## src/rtl/uart_rx_oversampled.sv

```systemverilog
// uart_rx_oversampled
//   Oversampling UART receiver for 8N1 frames, LSB first. It sits behind the
//   baud tick generator and hands each received byte to the downstream
//   consumer with a one-cycle done strobe and a framing-error flag.
//
// Parameters
//   DATA_BITS   data bits per frame (5..8)
//   OVERSAMPLE  Tick pulses per bit period (even, >= 4)
//
// Ports
//   Clk       system clock
//   Rst_n     synchronous active-low reset
//   Tick      oversample strobe, one Clk wide, OVERSAMPLE per bit period
//   Rx        asynchronous serial line, idle high
//   RxData    last received byte, held until the next completed frame
//   RxDone    one-Clk pulse when a frame completes
//   FrameErr  stop bit was sampled low; valid with RxDone, held until the next
//   Busy      receiver is in any state other than IDLE
module uart_rx_oversampled #(
  parameter int unsigned DATA_BITS  = 8,
  parameter int unsigned OVERSAMPLE = 16
) (
  input  logic                 Clk,
  input  logic                 Rst_n,
  input  logic                 Tick,
  input  logic                 Rx,
  output logic [DATA_BITS-1:0] RxData,
  output logic                 RxDone,
  output logic                 FrameErr,
  output logic                 Busy
);

  localparam int unsigned TW = $clog2(OVERSAMPLE);
  localparam int unsigned BW = $clog2(DATA_BITS);

  localparam logic [TW-1:0] TICK_MID  = TW'(OVERSAMPLE / 2 - 1);
  localparam logic [TW-1:0] TICK_LAST = TW'(OVERSAMPLE - 1);
  localparam logic [BW-1:0] BIT_LAST  = BW'(DATA_BITS - 1);

  typedef enum logic [1:0] {
    IDLE,
    START,
    DATA,
    STOP
  } state_t;

  state_t               state, state_n;
  logic                 rx_meta, rx_s, rx_prev;
  logic                 fall;
  logic [TW-1:0]        tick_cnt, tick_cnt_n;
  logic [BW-1:0]        bit_cnt, bit_cnt_n;
  logic [DATA_BITS-1:0] shift, shift_n;
  logic [DATA_BITS-1:0] data_n;
  logic                 done_n, ferr_n;

  // Edge detect runs every Clk so a start edge is never missed between Ticks.
  // A line held low cannot retrigger: the detector needs a prior 1.
  assign fall = rx_prev & ~rx_s;
  assign Busy = (state != IDLE);

  always_ff @(posedge Clk) begin
    if (!Rst_n) begin
      rx_meta  <= 1'b1;
      rx_s     <= 1'b1;
      rx_prev  <= 1'b1;
      state    <= IDLE;
      tick_cnt <= '0;
      bit_cnt  <= '0;
      shift    <= '0;
      RxData   <= '0;
      RxDone   <= 1'b0;
      FrameErr <= 1'b0;
    end else begin
      rx_meta  <= Rx;
      rx_s     <= rx_meta;
      rx_prev  <= rx_s;
      state    <= state_n;
      tick_cnt <= tick_cnt_n;
      bit_cnt  <= bit_cnt_n;
      shift    <= shift_n;
      RxData   <= data_n;
      RxDone   <= done_n;
      FrameErr <= ferr_n;
    end
  end

  always_comb begin
    state_n    = state;
    tick_cnt_n = tick_cnt;
    bit_cnt_n  = bit_cnt;
    shift_n    = shift;
    data_n     = RxData;
    done_n     = 1'b0;
    ferr_n     = FrameErr;

    case (state)
      IDLE: begin
        if (fall) begin
          state_n    = START;
          tick_cnt_n = '0;
        end
      end

      START: begin
        if (Tick) begin
          if (tick_cnt == TICK_MID) begin
            if (!rx_s) begin
              state_n    = DATA;
              tick_cnt_n = '0;
              bit_cnt_n  = '0;
            end else begin
              state_n = IDLE;
            end
          end else begin
            tick_cnt_n = tick_cnt + 1'b1;
          end
        end
      end

      DATA: begin
        if (Tick) begin
          if (tick_cnt == TICK_LAST) begin
            shift_n    = {rx_s, shift[DATA_BITS-1:1]};
            tick_cnt_n = '0;
            if (bit_cnt == BIT_LAST) begin
              state_n = STOP;
            end else begin
              bit_cnt_n = bit_cnt + 1'b1;
            end
          end else begin
            tick_cnt_n = tick_cnt + 1'b1;
          end
        end
      end

      STOP: begin
        if (Tick) begin
          if (tick_cnt == TICK_LAST) begin
            // Leaving at mid stop bit lets an immediately following start
            // edge be accepted.
            state_n = IDLE;
            done_n  = 1'b1;
            data_n  = shift;
            ferr_n  = ~rx_s;
          end else begin
            tick_cnt_n = tick_cnt + 1'b1;
          end
        end
      end

      default: state_n = IDLE;
    endcase
  end

endmodule

```

## config.mk

```make
export PLATFORM = sky130hd
export DESIGN_NAME = uart_rx_oversampled
export DESIGN_NICKNAME = d
export VERILOG_FILES = /design/src/rtl/uart_rx_oversampled.sv
export SDC_FILE = /design/constraint.sdc
export NUM_CORES = 1
export LEC_CHECK = 0
export ABC_AREA = 0
export ABC_CLOCK_PERIOD_IN_PS = 1830
export BUFFER_PORTS_ARGS = -buffer_cell sky130_fd_sc_hd__buf_4
export CORE_MARGIN = 2
export CORE_UTILIZATION = 56
export DETAILED_ROUTE_END_ITERATION = 10
export GPL_ROUTABILITY_DRIVEN = 0
export GPL_TIMING_DRIVEN = 0
export PLACE_DENSITY = 0.77
export SLEW_MARGIN = 15
export SYNTH_ARGS = -nofsm -noshare
export SYNTH_HDL_FRONTEND = slang
export SYNTH_SLANG_ARGS = --single-unit
```

## constraint.sdc

```tcl
create_clock -name Clk -period 1.83 [get_ports Clk]
set_input_delay 0.366 -clock Clk [delete_from_list [all_inputs] [get_ports Clk]]
set_output_delay 0.366 -clock Clk [all_outputs]
set_load 0.03 [all_outputs]
```

# Yosys cells after proc, flatten, opt, wreduce, memory -nomap -nowiden
# Cells that the tools add are included.
[totals] ff_bits=30 in_bits=4 out_inout_bits=11 wordCells=68
[classes] addsub=2 n_eq_ne=18 n_mux=27 bitwise=2 n_reduce_logical=9
[ops] op="4-bit two-way mux" n=8
[ops] op="2-bit != test, second input constant" n=11
[ops] op="2-bit two-way mux" n=9
[ops] op="3-bit two-way mux" n=6
[ops] op="4-bit one-hot mux with 4 select lines" n=1
[ops] op="3-bit AND reduction" n=3
[ops] op="2-bit one-hot mux with 4 select lines" n=1
[ops] op="8-bit AND reduction" n=1
[ops] op="7-bit AND reduction" n=1
[ops] op="3-bit one-hot mux with 2 select lines" n=1
[ops] op="6-bit AND reduction" n=1
[ops] op="4-bit by 1-bit adder with 4-bit output, second input constant" n=1
[ops] op="2-bit equality test, second input constant" n=2
[ops] op="4-bit by 3-bit equality test with 1-bit output, second input constant" n=1
[ops] op="4-bit equality test, second input constant" n=1
[ops] op="2-bit nonzero test" n=2
[ops] op="3-bit by 1-bit adder with 3-bit output, second input constant" n=1
[ops] op="3-bit equality test, second input constant" n=1
[ops] op="3-bit != test, second input constant" n=1
[ops] op="2-bit by 1-bit equality test with 1-bit output, second input constant" n=1
[ops] op="2-bit zero test" n=1
[ops] op="1-bit AND" n=1
[ops] op="1-bit two-way mux" n=1
[ops] op="1-bit NOT" n=1

# Depth between registers and ports, before layout
[depth] ltp_word=5 ltp_mapped=6 ltp_nobuf=6

# Worst setup path before layout
# No wires, ideal clock.
[synth_path] path_type="register to register" from="reg tick_cnt[0]" to="reg FrameErr" setup_ps=128 arrival_ps=1383 t_required_ps=1702 path_slack_ps=319 stages_incl_launch_ff=7 path_buffers=1 period_less_slack_ps=1511 path_cell_list="dfxtp_1 > ha_1 > and3_4 > and4_4 > buf_12 > mux2i_1 > nor2_1"
[synth_via] elab_chain_cells=2
[synth_lines] item="from (decl)" line="50" rtl="logic [TW-1:0] tick_cnt, tick_cnt_n;"
[synth_lines] item="from (signal assigned)" line="78" rtl="tick_cnt <= tick_cnt_n;"
[synth_lines] item="4-bit equality test" line="138" rtl="if (tick_cnt == TICK_LAST) begin"
[synth_lines] item="3-bit AND reduction (no source line)"
[synth_lines] item="to (signal assigned)" line="83" rtl="FrameErr <= ferr_n;"
[synth_lines] item="to (decl)" line="29" rtl="output logic FrameErr,"
# No other way between the ends.
# A chain may end at the register's enable or synchronous reset.

# Final worst setup path
[layout_path] from="reg tick_cnt[0]" to="reg shift[3]"
[layout_via] elab_chain_cells=2
[layout_lines] item="4-bit equality test" line="122" rtl="if (tick_cnt == TICK_LAST) begin"
[layout_lines] item="3-bit AND reduction (no source line)"
[layout_lines] item="to (signal assigned)" line="80" rtl="shift <= shift_n;"
[layout_lines] item="to (decl)" line="52" rtl="logic [DATA_BITS-1:0] shift, shift_n;"
# No other way between the ends.

==> results.py <==
metrics = {
    "timing": {
        "fin_crit_sh_pct": 91.46,
        "finalCriticalPeriod_ns": 1.674,
        "worstMarginPinSlew_ns": 0.5570,
        "timing.fmax_mhz": 597.5,
        "clock_skew_ns": 0.01035,
        "relSlewSlack_pct": 62.34,
        "fin_ws_ns": 0.1563,
        "setup_violations": 0,
        "fin_tns_setup_ns": 0,
        "hold_viol": 0,
        "slew_viol_final": 0,
        "rsz0062_at_grt": "no",
    },
    "floorplanning": {
        "die-area_um2": 2769,
        "die_w_um": 52.62,
        "initial_core_util_pct": 59.27,
        "core_area_um2": 2233,
        "rows": 17,
        "ios": 15,
        "fp.dieH_um": 52.62,
    },
    "logic_synthesis": {
        "synth-edff-count": 0,
        "syn_avg_cell_area_um2": 9.953,
        "syn-cell-area_um2": 1324,
        "ys_seq_elements": 30,
        "syn_nets": 140,
        "yosysSeqAreaShare_pct": 45.37,
        "synth_ff_type": "dfxtp_1",
        "synth_cells": 133,
        "ys_async_sr_fraction_pct": 0,
        "yosysUniqueCellTypes": 40,
        "ys.warnings.count": 0,
    },
    "clock_network": {
        "root_buffer": "clkbuf_4",
        "cts_buffers": 5,
        "ctsHtreeMaxLevel": 2,
        "path_clk_slew_ns": 0.09,
        "cts_max_path_buffers": 2,
        "clock_latency_ns": 0.33,
        "post_cts_buffers": 0,
        "cts_sinks": 30,
        "cts_tree": "built",
        "ctsHoldBuffers": 0,
    },
    "grt": {
        "grt_pass1_wl_um": 4008,
        "antenna_found_initial": 0,
        "overflow": 0,
        "grt_pass1_vias": 884,
        "gr-usage-all-layers_pct": 20.64,
        "grt_max_degree": 11,
    },
    "worst_setup_path": {
        "critPathLaunchType": "flop",
        "end_kind": "flop",
        "cp_data_arrival_time_ns": 1.88,
        "cp_data_required_time_ns": 2.03,
        "path_cells": "ha_2, and3_4, and4b_1, buf_6, mux2i_1, nor2_1",
        "critPathSlowestCell": "dfxtp_1",
        "crit_type": "flop to flop",
        "crit_fanout": 8,
        "crit_path_max_incr_delay_ns": 0.39,
    },
    "power": {
        "pwr-share-seq_pct": 58.6,
        "p_sw_uw": 262.2,
        "internal-power_uw": 866.6,
        "power_switching_share_pct": 23.23,
        "vdd_drop_max_mv": 0.4862,
        "pwr-share-comb_pct": 5.4,
        "leakage_nw": 0.6154,
        "clockPowerShare_pct": 36.0,
        "power_density_nw_per_um2": 739.5,
    },
    "place": {
        "pre_cts_ws_ns": 0.1017,
        "hpwlAfterDp_um": 1752,
        "port_buffers": 14,
    },
    "finish": {
        "final_core_util_pct": 68.35,
        "area_growth_pct": 15.31,
        "final_net_count": 161,
        "layout-drive-gt1-share_pct": 20.65,
        "n_antenna_cell": 0,
    },
    "job": {
        "cap_violations": 0,
    },
    "route": {
        "drc_errors": 0,
        "vias": 1040,
        "ant_nets": 0,
        "wire_per_inst_um": 13.42,
        "wl_um": 2455,
        "first_pass_iters": 4,
        "dr.first_iter.drc_count": 22,
        "vias_per_cell": 5.683,
    },
    "hold_path": {
        "min_path_type": "input port to flop",
    },
    "status": {
        "status": "finished, final reports clean",
    },
}
[cell usage after synthesis, types with 2 or more instances]
| cell type | instances | area, µm² |
|---|---|---|
| a21oi_1 | 2 | 10.01 |
| a31oi_1 | 2 | 12.51 |
| and2_1 | 2 | 12.51 |
| and3b_1 | 2 | 17.52 |
| buf_2 | 3 | 15.01 |
| clkbuf_1 | 3 | 11.26 |
| dfxtp_1 | 30 | 600.6 |
| ha_1 | 3 | 37.54 |
| inv_1 | 2 | 7.510 |
| mux2i_1 | 20 | 200.2 |
| nand2_1 | 4 | 15.01 |
| nand2b_1 | 2 | 12.51 |
| nand3_1 | 3 | 15.01 |
| nand4_1 | 3 | 18.77 |
| nor2_1 | 23 | 86.33 |
| nor3b_1 | 2 | 15.01 |
| nor4b_1 | 2 | 17.52 |
| o211ai_1 | 2 | 15.01 |
| o21bai_1 | 2 | 15.01 |
[metal layers]
layer | global-route usage (%) | wire (µm) | vias to the layer above
li1 | - | - | 521
met1 | 24.06 | 1105 | 482
met2 | 32.92 | 1206 | 32
met3 | 7.714 | 106 | 5
met4 | 10.26 | 36 | 0
met5 | 0 | 0 | -
[repair_timing]
item,4_1_cts,5_1_grt
hold endpoints to repair,0,0
resized for setup,0,1
endpoints found under the setup margin,0,1
[path summary, 6_finish.rpt]
| path | to | slack [ns] | from | cells after the start |
|---|---|---|---|---|
| max reg2reg | shift[3] | 0.16 | tick_cnt[0] | 6 |
| min reg2reg | rx_s | 0.42 | rx_meta | 1 |
| min | rx_meta | 0.23 | Rx | 2 |
| max | shift[3] | 0.16 | tick_cnt[0] | 6 |
[critical path, delay by kind of cell (launching register included)]
family,cells,cell delay (ns)
multiplexers,1,0.23
AND/OR/NAND/NOR,3,0.50
adder cells (fa/ha/maj),1,0.27
flip-flops,1,0.39
buffers and inverters,1,0.16
[cells by family (layout without fill, tap and decap cells)]
| family | Yosys count | count (layout) | synth area share, % |
|---|---|---|---|
| and+or+nand+nor | 52 | 52 | 21.93 |
| DFF | 30 | 30 | 45.37 |
| muxes | 20 | 20 | 15.12 |
| AOI/OAI and AO/OA | 17 | 17 | 9.452 |
| buffers and inverters | 11 | 33 | 5.292 |
| adders and majority gates | 3 | 3 | 2.836 |
[power by group through the flow]
stage | logic [mW] | clock network [mW] | registers, mW
final | 0.0606 | 0.406 | 0.662
after global routing | 0.0665 | 0.439 | 0.663
after global placement | 0.0584 | 0 | 0.677
after CTS | 0.0602 | 0.418 | 0.662
after detailed placement | 0.0599 | 0 | 0.677
after floorplan | 0.0413 | 0 | 0.676
[sequential cells by signal, summed over array words and instances (netlist names), named ones only]
name      cells
bit_cnt       3
shift         8
tick_cnt      4
RxDone        1
FrameErr      1
rx_meta       1
state         1
rx_prev       1
RxData        8
rx_s          1
[layout make-up]
| class | instances | area (µm²) |
|---|---|---|
| buffer | 9 | 62.56 |
| clock buffer | 7 | 55.05 |
| clock inverter | 1 | 5.005 |
| fill | 184 | 706.9 |
| inverter | 2 | 7.507 |
| multi-input combinational | 92 | 655.6 |
| sequential | 30 | 600.6 |
| tap | 28 | 35.03 |
| timing repair buffer | 14 | 105.1 |
[cells in the final DEF (no fill, tap or decap), types with 2 or more instances in the layout]
| master | n |
|---|---|
| o211ai_1 | 2 |
| and3b_1 | 2 |
| mux2i_1 | 20 |
| dfxtp_1 | 30 |
| nand3_1 | 3 |
| clkbuf_1 | 4 |
| nor2_1 | 23 |
| nand2_1 | 4 |
| nor3b_1 | 2 |
| inv_1 | 2 |
| buf_2 | 3 |
| a21oi_1 | 2 |
| and2_1 | 2 |
| nand2b_1 | 2 |
| clkbuf_4 | 5 |
| nand4_1 | 3 |
| a31oi_1 | 2 |
| nor4b_1 | 2 |
| ha_1 | 2 |
| buf_4 | 14 |
| o21bai_1 | 2 |
[stage by stage]
stage | hold WS (ns) | std cells | cell area [µm²] | total power [mW]
6_report | 0.2252 | 183 | 1526 | 1.129
4_1_cts | 0.2116 | 183 | 1524 | 1.140
3_3_place_gp | 0.3962 | 175 | 1464 | 0.7355
5_1_grt | 0.2234 | 183 | 1526 | 1.168
3_5_place_dp | 0.4039 | 175 | 1464 | 0.7370
2_1_floorplan | 0.3863 | 133 | 1324 | 0.7172
No activity file was read; power rests on OpenSTA's default activity.
